<file path="src/rtl/loader_pkg.sv">
// Shared types and constants for the boot-time program loader.
// Optional feature macro: LOADER_CHECKSUM_EN (see program_loader.sv).
package loader_pkg;

    typedef enum logic [1:0] {
        StLoad,
        StFlush,
        StRun,
        StError
    } loader_state_e;

    localparam int unsigned LOADER_DATA_W = 32;
    localparam int unsigned RELEASE_PC    = 0;

endpackage

</file>
<file path="src/rtl/program_loader_if.sv">
// Host-to-loader program word stream (valid/ready with a last marker).
interface program_loader_if #(
    parameter int unsigned DATA_WIDTH = loader_pkg::LOADER_DATA_W
);
    logic                  in_valid;
    logic                  in_ready;
    logic [DATA_WIDTH-1:0] in_data;
    logic                  in_last;

    modport master (
        output in_valid,
        output in_data,
        output in_last,
        input  in_ready
    );

    modport slave (
        input  in_valid,
        input  in_data,
        input  in_last,
        output in_ready
    );
endinterface

</file>
<file path="src/rtl/loader_checksum.sv">
// Running 32-bit modular sum of the program words streamed into the loader.
module loader_checksum
    import loader_pkg::*;
(
    input  logic                     clk_i,
    input  logic                     rst_ni,
    input  logic                     clear_i,
    input  logic                     add_en_i,
    input  logic [LOADER_DATA_W-1:0] word_i,
    output logic [LOADER_DATA_W-1:0] sum_o
);

    logic [LOADER_DATA_W-1:0] sum_q, sum_d;

    always_comb begin
        sum_d = sum_q;
        if (clear_i) begin
            sum_d = '0;
        end else if (add_en_i) begin
            sum_d = sum_q + word_i;
        end
    end

    always_ff @(posedge clk_i or negedge rst_ni) begin
        if (!rst_ni) begin
            sum_q <= '0;
        end else begin
            sum_q <= sum_d;
        end
    end

    assign sum_o = sum_q;

endmodule

</file>
<file path="src/rtl/program_loader.sv">
// Holds the core in reset while streaming program words into instruction memory, then releases it.
// Define LOADER_CHECKSUM_EN to treat the in_last beat as a checksum word over the program.
module program_loader
    import loader_pkg::*;
#(
    parameter int unsigned ADDR_WIDTH = 8,
    parameter int unsigned DATA_WIDTH = LOADER_DATA_W
) (
    input  logic                  clk_i,
    input  logic                  rst_ni,
    input  logic                  restart_i,
    program_loader_if.slave       in_if,
    output logic                  imem_we_o,
    output logic [ADDR_WIDTH-1:0] imem_addr_o,
    output logic [DATA_WIDTH-1:0] imem_wdata_o,
    output logic                  cpu_reset_o,
    output logic                  done_o,
    output logic                  error_o,
    output logic [ADDR_WIDTH:0]   word_count_o
);

    localparam logic [ADDR_WIDTH-1:0] StartAddr = ADDR_WIDTH'(RELEASE_PC);
    localparam logic [ADDR_WIDTH-1:0] LastAddr  = '1;

    loader_state_e         state_q, state_d;
    logic [ADDR_WIDTH-1:0] wr_ptr_q, wr_ptr_d;
    logic [ADDR_WIDTH:0]   word_count_q, word_count_d;
    logic                  imem_we_q, imem_we_d;
    logic [ADDR_WIDTH-1:0] imem_addr_q, imem_addr_d;
    logic [DATA_WIDTH-1:0] imem_wdata_q, imem_wdata_d;

    logic accept;
    logic write_en;
    logic sum_ok;
    logic restart_take;

    assign in_if.in_ready = (state_q == StLoad);
    assign accept         = in_if.in_valid & in_if.in_ready;
    assign restart_take   = restart_i & ((state_q == StRun) | (state_q == StError));

`ifdef LOADER_CHECKSUM_EN
    logic [LOADER_DATA_W-1:0] sum_word;
    logic [LOADER_DATA_W-1:0] sum;

    assign sum_word = LOADER_DATA_W'(in_if.in_data);
    // The last beat carries the checksum and is never written to memory.
    assign write_en = accept & ~in_if.in_last;
    assign sum_ok   = (sum == sum_word);

    loader_checksum u_checksum (
        .clk_i    (clk_i),
        .rst_ni   (rst_ni),
        .clear_i  (restart_take),
        .add_en_i (write_en),
        .word_i   (sum_word),
        .sum_o    (sum)
    );
`else
    assign write_en = accept;
    assign sum_ok   = 1'b1;
`endif

    always_comb begin
        state_d      = state_q;
        wr_ptr_d     = wr_ptr_q;
        word_count_d = word_count_q;
        imem_we_d    = 1'b0;
        imem_addr_d  = imem_addr_q;
        imem_wdata_d = imem_wdata_q;

        if (write_en) begin
            imem_we_d    = 1'b1;
            imem_addr_d  = wr_ptr_q;
            imem_wdata_d = in_if.in_data;
            wr_ptr_d     = wr_ptr_q + 1'b1;
            word_count_d = word_count_q + 1'b1;
        end

        unique case (state_q)
            StLoad: begin
                if (accept) begin
                    if (in_if.in_last) begin
                        state_d = sum_ok ? StFlush : StError;
                    end else if (wr_ptr_q == LastAddr) begin
                        // Memory is full and the stream did not end: the word is still written.
                        state_d = StError;
                    end
                end
            end
            StFlush: begin
                state_d = StRun;
            end
            StRun, StError: begin
                if (restart_take) begin
                    state_d      = StLoad;
                    wr_ptr_d     = StartAddr;
                    word_count_d = '0;
                end
            end
            default: begin
                state_d = StLoad;
            end
        endcase
    end

    always_ff @(posedge clk_i or negedge rst_ni) begin
        if (!rst_ni) begin
            state_q      <= StLoad;
            wr_ptr_q     <= StartAddr;
            word_count_q <= '0;
            imem_we_q    <= 1'b0;
            imem_addr_q  <= '0;
            imem_wdata_q <= '0;
        end else begin
            state_q      <= state_d;
            wr_ptr_q     <= wr_ptr_d;
            word_count_q <= word_count_d;
            imem_we_q    <= imem_we_d;
            imem_addr_q  <= imem_addr_d;
            imem_wdata_q <= imem_wdata_d;
        end
    end

    assign imem_we_o    = imem_we_q;
    assign imem_addr_o  = imem_addr_q;
    assign imem_wdata_o = imem_wdata_q;
    // The core leaves reset only once FLUSH has retired the final write.
    assign cpu_reset_o  = (state_q != StRun);
    assign done_o       = (state_q == StRun);
    assign error_o      = (state_q == StError);
    assign word_count_o = word_count_q;

endmodule
</file>
<file path="src/flat_wrapper.sv">
// flat-port wrapper written by rule: the top's interface ports become plain ports
module program_loader_flat import loader_pkg::*;
#(
    parameter int unsigned ADDR_WIDTH = 8,
    parameter int unsigned DATA_WIDTH = LOADER_DATA_W
)
  (clk_i, rst_ni, restart_i, imem_we_o, imem_addr_o, imem_wdata_o, cpu_reset_o, done_o, error_o, word_count_o, in_if_in_valid, in_if_in_data, in_if_in_last, in_if_in_ready);
  program_loader_if #(.DATA_WIDTH(DATA_WIDTH)) in_if_i ();
  input  logic clk_i;
  input  logic rst_ni;
  input  logic restart_i;
  output logic imem_we_o;
  output logic [ADDR_WIDTH-1:0] imem_addr_o;
  output logic [DATA_WIDTH-1:0] imem_wdata_o;
  output logic cpu_reset_o;
  output logic done_o;
  output logic error_o;
  output logic [ADDR_WIDTH:0] word_count_o;
  input wire logic [$bits(in_if_i.in_valid)-1:0] in_if_in_valid;
  input wire logic [$bits(in_if_i.in_data)-1:0] in_if_in_data;
  input wire logic [$bits(in_if_i.in_last)-1:0] in_if_in_last;
  output wire logic [$bits(in_if_i.in_ready)-1:0] in_if_in_ready;
  assign in_if_i.in_valid = in_if_in_valid;
  assign in_if_i.in_data = in_if_in_data;
  assign in_if_i.in_last = in_if_in_last;
  assign in_if_in_ready = in_if_i.in_ready;
  program_loader #(.ADDR_WIDTH(ADDR_WIDTH), .DATA_WIDTH(DATA_WIDTH)) u_core (.clk_i(clk_i), .rst_ni(rst_ni), .restart_i(restart_i), .in_if(in_if_i), .imem_we_o(imem_we_o), .imem_addr_o(imem_addr_o), .imem_wdata_o(imem_wdata_o), .cpu_reset_o(cpu_reset_o), .done_o(done_o), .error_o(error_o), .word_count_o(word_count_o));
endmodule
</file>
<file path="config.mk">
export PLATFORM = sky130hd
export DESIGN_NAME = program_loader_flat
export DESIGN_NICKNAME = d
export VERILOG_FILES = /design/src/rtl/loader_pkg.sv /design/src/rtl/program_loader_if.sv /design/src/rtl/loader_checksum.sv /design/src/rtl/program_loader.sv /design/src/flat_wrapper.sv
export SDC_FILE = /design/constraint.sdc
export NUM_CORES = 1
export LEC_CHECK = 0
export ABC_AREA = 1
export BUFFER_PORTS_ARGS = -buffer_cell sky130_fd_sc_hd__buf_2
export CAP_MARGIN = 20
export CORE_MARGIN = 4
export CORE_UTILIZATION = 41
export CTS_BUF_LIST = sky130_fd_sc_hd__clkbuf_8
export DETAILED_ROUTE_END_ITERATION = 7
export PLACE_DENSITY = 0.78
export SKIP_LAST_GASP = 1
export SYNTH_ARGS = -nofsm -noshare
export SYNTH_HDL_FRONTEND = slang
export SYNTH_SLANG_ARGS = --single-unit
export TNS_END_PERCENT = 1
</file>
<file path="constraint.sdc">
create_clock -name clk_i -period 1.95 [get_ports clk_i]
set_input_delay 0.39 -clock clk_i [delete_from_list [all_inputs] [get_ports clk_i]]
set_output_delay 0.39 -clock clk_i [all_outputs]
set_load 0.03 [all_outputs]
</file>
== Word-level counts from Yosys, hierarchy flattened ==
Index checks and enable logic that the tools add are counted.
W data, S select, Z words.

* Logic and storage cells: 34
* Output and inout bits: 54
* Register bits after elaboration: 60
* Input bits: 37

* Equality and inequality tests: 8
* Reduce and logical (&&, ||, !) cells: 3
* Bitwise logic cells: 3
* Add/subtract/negate cells: 2
* Multiplexer cells: 12

{| class="wikitable"
|+ Operator list
! kind !! count
|-
| $mux W9 || 3
|-
| $mux W8 || 3
|-
| $add A9 B1 Y9 const B || 1
|-
| $add A8 B1 Y8 const B || 1
|-
| $eq A8 B8 Y1 const B || 1
|-
| $mux W2 || 4
|-
| $pmux W2 S3 || 1
|-
| $eq A2 B2 Y1 const B || 2
|-
| $ne A2 B2 Y1 const B || 2
|-
| $ne A3 B3 Y1 const B || 1
|-
| $reduce_and A3 Y1 || 1
|-
| $and A1 B1 Y1 || 2
|-
| $eq A2 B1 Y1 const B || 1
|-
| $logic_not A2 Y1 || 1
|-
| $ne A2 B1 Y1 const B || 1
|-
| $reduce_or A2 Y1 || 1
|-
| $mux W1 || 1
|-
| $or A1 B1 Y1 || 1
|}

== Logic depth before layout (Yosys ltp) ==
Gate-level depths: netlist of run 1.

* Word-level depth: 5
* Gate-level depth with buffers: 8
* Depth with buffers taken out: 8

== Least setup slack after synthesis of run 1 ==
No wires, ideal clock.

* Path type: register -> output
* Start: register u_core.state_q[1]
* End: output port cpu_reset_o
* Arrival time: 1219 ps
* Cell stages (with the launch flop): 4
* Setup slack: 341 ps
* Data required time: 1560 ps
* Path through: dfrtp_1 > inv_1 > nor2_1 > inv_1

* Word-level cells in the longest chain between the ends: 1

{| class="wikitable"
|+ Ends and longest elaborated chain
! what !! RTL line !! RTL
|-
| start: declaration || program_loader.sv:25 || <nowiki>loader_state_e state_q, state_d;</nowiki>
|-
| start signal: assignment || program_loader.sv:108 || <nowiki>state_q <= StLoad;</nowiki>
|-
| start signal: assignment || program_loader.sv:115 || <nowiki>state_q <= state_d;</nowiki>
|-
| $ne A2 B2 Y1 || program_loader.sv:128 || <nowiki>assign cpu_reset_o = (state_q != StRun);</nowiki>
|-
| end: declaration || flat_wrapper.sv:15 || <nowiki>output logic cpu_reset_o;</nowiki>
|}

Every way passes these cells.

== Worst setup path in the final report of run 1 ==
* Start: register u_core.state_q[1]
* End: output port done_o

* Word-level cells in the longest chain between the ends: 1

{| class="wikitable"
|+ Ends and longest elaborated chain
! what !! RTL line !! RTL
|-
| $eq A2 B2 Y1 || program_loader.sv:129 || <nowiki>assign done_o = (state_q == StRun);</nowiki>
|-
| end: declaration || flat_wrapper.sv:16 || <nowiki>output logic done_o;</nowiki>
|}

Every way passes these cells.

==> results.toml, run 1 <==
[run_status]
status = "completed"

[floorplan]
core-area_um2 = 6060
die-area_um2 = 7710
die_x_um = 87.8
io-pin-count = 91
num_rows = 28
initial_utilization_pct = 43.1
die_h_um = 87.8

[critical_path]
start_kind = "flip-flop"
crit_path_max_incr_delay_ns = 0.43
crit_chain = "inv_1 -> nor2_1 -> buf_2"
crit_path_top_delay_cell = "dfrtp_1"
critPathCaptureType = "output pin"
path_class = "flip-flop to output pin"
worstPathMaxFanout = 4
r2r_slack_ns = 0.39
rr_endpoint = "u_core.wr_ptr_q[7]$_DFF_PN0_"
cp.required_ns = 1.56
worst-r2r-cell-count = 7
r2r-start = "u_core.state_q[0]$_DFFE_PN0P_"
worst_ep_arrival_time_ns = 1.21

[yosys]
ys_seq_area_share_pct = 57.5
ys_ff_latch = 60
syn_inst = 300
synth_warnings = 0
netlist_area_um2 = 2610
syn_avg_cell_area_um2 = 8.70
ys_types = 27
synth_nets = 339

[route]
post_drt_wl_per_cell_um = 11.9
vias = 2218
first_iter_violations = 102
wl_um = 5620
drt_pass1_iterations = 4
vias_per_cell = 4.69
drc = 0
drtAntennaViolNets = 0

[global_route]
antenna_found_initial = 0
grt_start_max_net_pins = 61
grt_util_all_layers_pct = 15.5
grt_overflow = 0
grt_pass1_vias = 2162
grt_pass1_wl_um = 9320

[sta]
rsz0062_at_grt = "false"
slew_viol_final = 0
final.setup.tns_ns = 0
maxSlewHeadroom_pct = 59.8
period_minus_slack_ns = 1.60
worst_pin_slew_ns = 0.601
finalWorstSetupSlack_ns = 0.351
finalHoldViolCount = 0
period_share_pct = 82.0
setup-violations-final = 0
fin_skew_ns = 0.00536
max_freq_mhz = 626

[cts]
cts.sinks = 60
worstSkewPairLatency_ns = 0.33
cts_inserted_buffers = 9
cts.repair_timing.setup_buffer_count = 0
clk_path_buf_depth = 2
path_clk_slew_ns = 0.06
cts_hold_buf = 0
ctsResizeCount = 0
cts_tree = "yes"
ctsRootBufferMaster = "clkbuf_8"
cts_max_level = 3

[cells_and_area]
n_antenna_cell = 0
drive_gt1_share_pct = 29.9
fill_cells = 604
areaGrowthSynthToFinish_pct = 26.3
nets = 433
stdcell_count = 473

[power]
p_per_area_nw_per_um2 = 1640
p_leak_uw = 0.00189
total_power_uw = 5410
ir_drop_uv = 1050

[run]
drv_cap = 0

[place]
io_buffers = 90
gp_congestion = 0.804
dpl.hpwl_um = 4030
place_ws_ns = 0.409
dp_cells = 458

[worst_hold_path]
hp-class = "input pin to async pin"
cell usage in the layout, fill, tap and decap left out, types with 3 or more instances in the layout:
master / synthesis / final
nor2_1: 23 / 23
nor2_4: 3 / 3
inv_1: 16 / 17
nand3_1: 9 / 9
o21ai_1: 8 / 8
nand2_1: 139 / 139
buf_2: 2 / 90
dfrtp_1: 60 / 60
o21ai_0: 6 / 6
a21oi_1: 11 / 11
clkbuf_8: 0 / 13
worst max path at each step:
stage                     cells past startpoint                           end                     startpoint
after floorplan                               3                   cpu_reset_o  u_core.state_q[1]$_DFFE_PN0P_
after global placement                        7  u_core.wr_ptr_q[7]$_DFF_PN0_  u_core.state_q[0]$_DFFE_PN0P_
after detailed placement                      7  u_core.wr_ptr_q[7]$_DFF_PN0_  u_core.state_q[0]$_DFFE_PN0P_
after CTS                                     3                        done_o  u_core.state_q[1]$_DFFE_PN0P_
after global routing                          4                   cpu_reset_o  u_core.state_q[1]$_DFFE_PN0P_
final                                         3                        done_o  u_core.state_q[1]$_DFFE_PN0P_
Yosys cell counts:
master,count,share of area [%]
buf_6,2,0.86
ha_1,2,0.96
nor2_4,3,1.3
inv_2,1,0.14
nor3_2,2,0.77
o21ai_0,6,1.2
o21ai_1,8,1.5
buf_2,2,0.38
inv_1,16,2.3
nand3_1,9,1.7
clkbuf_1,1,0.14
nor3_1,1,0.19
nor3b_1,1,0.29
nand3b_1,1,0.29
a21oi_1,11,2.1
nor2_8,1,0.77
buf_12,1,0.77
a21oi_2,1,0.34
nand2_4,1,0.43
dfrtp_1,60,58
nand3_2,1,0.38
o21ai_2,1,0.34
buf_4,4,1.2
o21bai_1,1,0.29
nand2_1,139,20
buf_8,1,0.58
nor2_1,23,3.3
where the power goes:
group | total, µW | internal (µW) | switching [µW] | leakage, µW
Sequential | 1980 | 1700 | 283 | 0.000771
Combinational | 2400 | 680 | 1720 | 0.00102
Clock | 1030 | 586 | 439 | 0.000103
Total | 5410 | 2970 | 2440 | 0.00189
cell type report:
cell class | instances | area, µm² | area share (%)
repair buffers | 94 | 505 | 15.3
clock inverters | 2 | 8.76 | 0.266
inverters | 17 | 63.8 | 1.94
well taps | 75 | 93.8 | 2.85
clock buffers | 13 | 179 | 5.43
flip-flops and latches | 60 | 1500 | 45.6
multi-input cells | 212 | 943 | 28.6
metrics by stage:
stage	hold slack (ns)	utilization, %	instance area [µm²]
floorplan	0.0944	-	2610
global placement	0.418	51.3	3110
detailed placement	0.422	51.3	3110
CTS	0.0623	54.4	3300
global route	0.0762	54.4	3300
finish	0.0573	54.4	3300
logic make-up (layout without fill, tap and decap cells):
kind of cell / count (synthesis) / after routing / share of synthesized area, %
AO/OA/AOI/OAI: 28 / 28 / 5.75
AND/OR/NAND/NOR: 182 / 182 / 29.4
buffers and inverters: 28 / 126 / 6.33
adder cells (fa/ha/maj): 2 / 2 / 0.959
flip-flops: 60 / 60 / 57.5
per-layer routing:
layer / GRT usage [%] / up-vias / part of all wire, %
li1: - / 1121 / -
met1: 18.4 / 1028 / 42
met2: 25.8 / 61 / 48
met3: 5.27 / 8 / 8.5
met4: 6.28 / 0 / 1.2
met5: 0 / - / 0
sequential cells by signal, summed over array words and instances (netlist names):
| signal | cells |
|---|---|
| u_core.word_count_o | 9 |
| u_core.state_q | 2 |
| u_core.imem_wdata_o | 32 |
| u_core.imem_addr_o | 8 |
| u_core.wr_ptr_q | 8 |
| u_core.imem_we_o | 1 |
worst max-delay path, delay by kind of cell, from the launching register on:
family | cells | cell delay [ns]
buffers and inverters | 2 | 0.33
and+or+nand+nor | 1 | 0.13
DFF | 1 | 0.43
No activity file was read; power rests on OpenSTA's default activity.
==> run 2: changes to the inputs <==
clock period = 1.55 ns   (was 1.95 ns; I/O delays follow)
==> run 2 against run 1 <==
Effect of this change:
- clock skew grew 0.0013 ns
- critical path depth is 1 lower
- largest power group unchanged
- global-route usage up 0.30 points
- clock power grew 47%
- combinational power grew 32%
- highest routed layer unchanged
==> results.toml, run 2 (synthesis gave the netlist of run 1 again) <==
[global_route]
use_met2_pct = 25.8
grt_util_all_layers_pct = 15.8
grtUsageMet1_pct = 20.1
grt_overflow = 0
antenna_found_initial = 0
grt_pass1_wl_um = 9480
grt_pass1_vias = 2099
grt.met3_usage_pct = 3.29
grt_start_max_net_pins = 61
gr-max-usage-layer = "met2"

[cells_and_area]
areaGrowthSynthToFinish_pct = 29.7
largest_reg_flops = 32
final_cell_mix = "nand2_1 (139), buf_2 (89), dfrtp_1 (59)"
layout_commonest_cell = "nand2_1"
nets = 437
fin_util_pct = 55.8
n_antenna_cell = 0
drive_gt1_share_pct = 31.0
fill_cells = 601

[worst_hold_path]
hp-class = "input pin to flip-flop"
min_from = "in_if_in_data[19]"
holdPathStages = 3
whs_endpoint = "u_core.imem_wdata_o[19]$_DFFE_PN0P_"

[route]
drt_pass1_iterations = 4
vias = 2230
post_drt_wl_per_cell_um = 12.2
drc = 0
wl_um = 5810
drtAntennaViolNets = 0
vias_per_cell = 4.67
first_iter_violations = 101

[critical_path]
path_buf_inv = 1
crit_path_max_incr_delay_ns = 0.46
critPathCaptureType = "output pin"
cp.required_ns = 1.24
worst-path-stages = 2
path_delay_family = "flip-flops"
crit_chain = "nor2_4 -> clkbuf_4"
r2r-start = "u_core.state_q[0]$_DFFE_PN0P_"
worst_ep_arrival_time_ns = 1.22
crit_path_top_delay_cell = "dfrtp_2"
r2r_slack_ns = 0.13
start_kind = "flip-flop"
worstPathMaxFanout = 6
worst-r2r-cell-count = 7
path_class = "flip-flop to output pin"
rr_endpoint = "u_core.wr_ptr_q[7]$_DFF_PN0_"

[cts]
cts_inserted_buffers = 9
path_clk_slew_ns = 0.07
cts_max_level = 3
clk_path_buf_depth = 2
cts_tree = "yes"
cts.sinks = 60
worstSkewPairLatency_ns = 0.33
ctsRootBufferMaster = "clkbuf_8"

[sta]
period_share_pct = 98.8
rsz0062_at_grt = "true"
fin_skew_ns = 0.00667
worst_pin_slew_ns = 0.318
max_freq_mhz = 653
slew_viol_final = 0
finalHoldViolCount = 0
period_minus_slack_ns = 1.53
maxSlewHeadroom_pct = 78.8
setup-violations-final = 0

[power]
ir_drop_uv = 1160
p_per_area_nw_per_um2 = 2120
p_leak_uw = 0.00193
total_power_uw = 7180

[place]
dpl.hpwl_um = 4070
gp_congestion = 0.794
io_buffers = 90

[floorplan]
num_rows = 28
core-area_um2 = 6060
initial_utilization_pct = 43.1
die_h_um = 87.8
die-area_um2 = 7710
io-pin-count = 91
die_x_um = 87.8

[run_status]
status = "completed"

[run]
drv_cap = 0
-- run 2: changes by cell type in the layout (fill, tap and decap cells not counted) --
cell and change:
clkbuf_4 +1, nor2_1 -1, dfrtp_1 -1, clkinv_2 +2, buf_4 +2, nand2_8 +1
dfrtp_2 +1, nand2_4 -1, clkbuf_8 -3, dlygate4sd3_1 +1, nor2_2 +1, bufinv_16 +2
buf_2 -1, buf_12 +1
-- run 2: layout make-up --
type / count / area [µm²] / share of cell area, %
flip-flops and latches: 60 / 1500 / 44.4
multi-input cells: 212 / 955 / 28.2
repair buffers: 98 / 553 / 16.3
clock buffers: 10 / 138 / 4.07
well taps: 75 / 93.8 / 2.77
clock inverters: 6 / 78.8 / 2.33
inverters: 17 / 63.8 / 1.89
-- run 2: power by group --
| group | total, µW | leakage (µW) | switching (µW) | internal (µW) |
|---|---|---|---|---|
| clock | 1510 | 0.000117 | 577 | 935 |
| sequential | 2510 | 0.000770 | 364 | 2140 |
| combinational | 3160 | 0.00104 | 2220 | 941 |
| total | 7180 | 0.00193 | 3160 | 4020 |
-- run 2: worst max path at each step --
stage	from	to	slack (ns)
after floorplan	u_core.state_q[1]$_DFFE_PN0P_	cpu_reset_o	0.02
after global placement	u_core.state_q[0]$_DFFE_PN0P_	u_core.wr_ptr_q[7]$_DFF_PN0_	0.15
after detailed placement	u_core.state_q[0]$_DFFE_PN0P_	u_core.wr_ptr_q[3]$_DFF_PN0_	0.09
after CTS	u_core.state_q[0]$_DFFE_PN0P_	in_if_in_ready	0.008
after global routing	u_core.state_q[0]$_DFFE_PN0P_	in_if_in_ready	-0.02
final	u_core.state_q[0]$_DFFE_PN0P_	in_if_in_ready	0.02
-- run 2: per-stage QoR --
step / std cells / hold slack (ns) / instance area (µm²) / TNS, ns / worst slack, ns
after floorplan: 300 / 0.0144 / 2610 / 0 / 0.0211
after global placement: 458 / 0.339 / 3120 / 0 / 0.148
after detailed placement: 458 / 0.339 / 3120 / 0 / 0.0889
after CTS: 476 / 0.158 / 3350 / 0 / 0.00755
after global routing: 478 / 0.163 / 3380 / -0.0497 / -0.0240
final: 478 / 0.174 / 3380 / 0 / 0.0194
-- run 2: what timing repair did --
action / 4_1_cts / 5_1_grt
endpoints found under the setup margin: 2 / 6
resized for setup: 0 / 4
buffers inserted: 1 / 2
hold buffers: 1 / 0
hold endpoints to repair: 57 / 0
pin swaps: 0 / 1
-- run 2: worst reg2reg max path, cell delays in order, from the launching register on --
cell,delay [ns]
dfrtp_2,0.46
nor2_4,0.20
nand2_8,0.14
buf_12,0.22
nor2_4,0.12
nand3_1,0.07
nand2_1,0.06
nor2_1,0.04
-- run 2: metal layers --
layer	vias to the layer above	routed length, µm
met5	-	0
met4	0	104
met3	10	428
met2	79	2840
met1	1016	2450
li1	1125	-
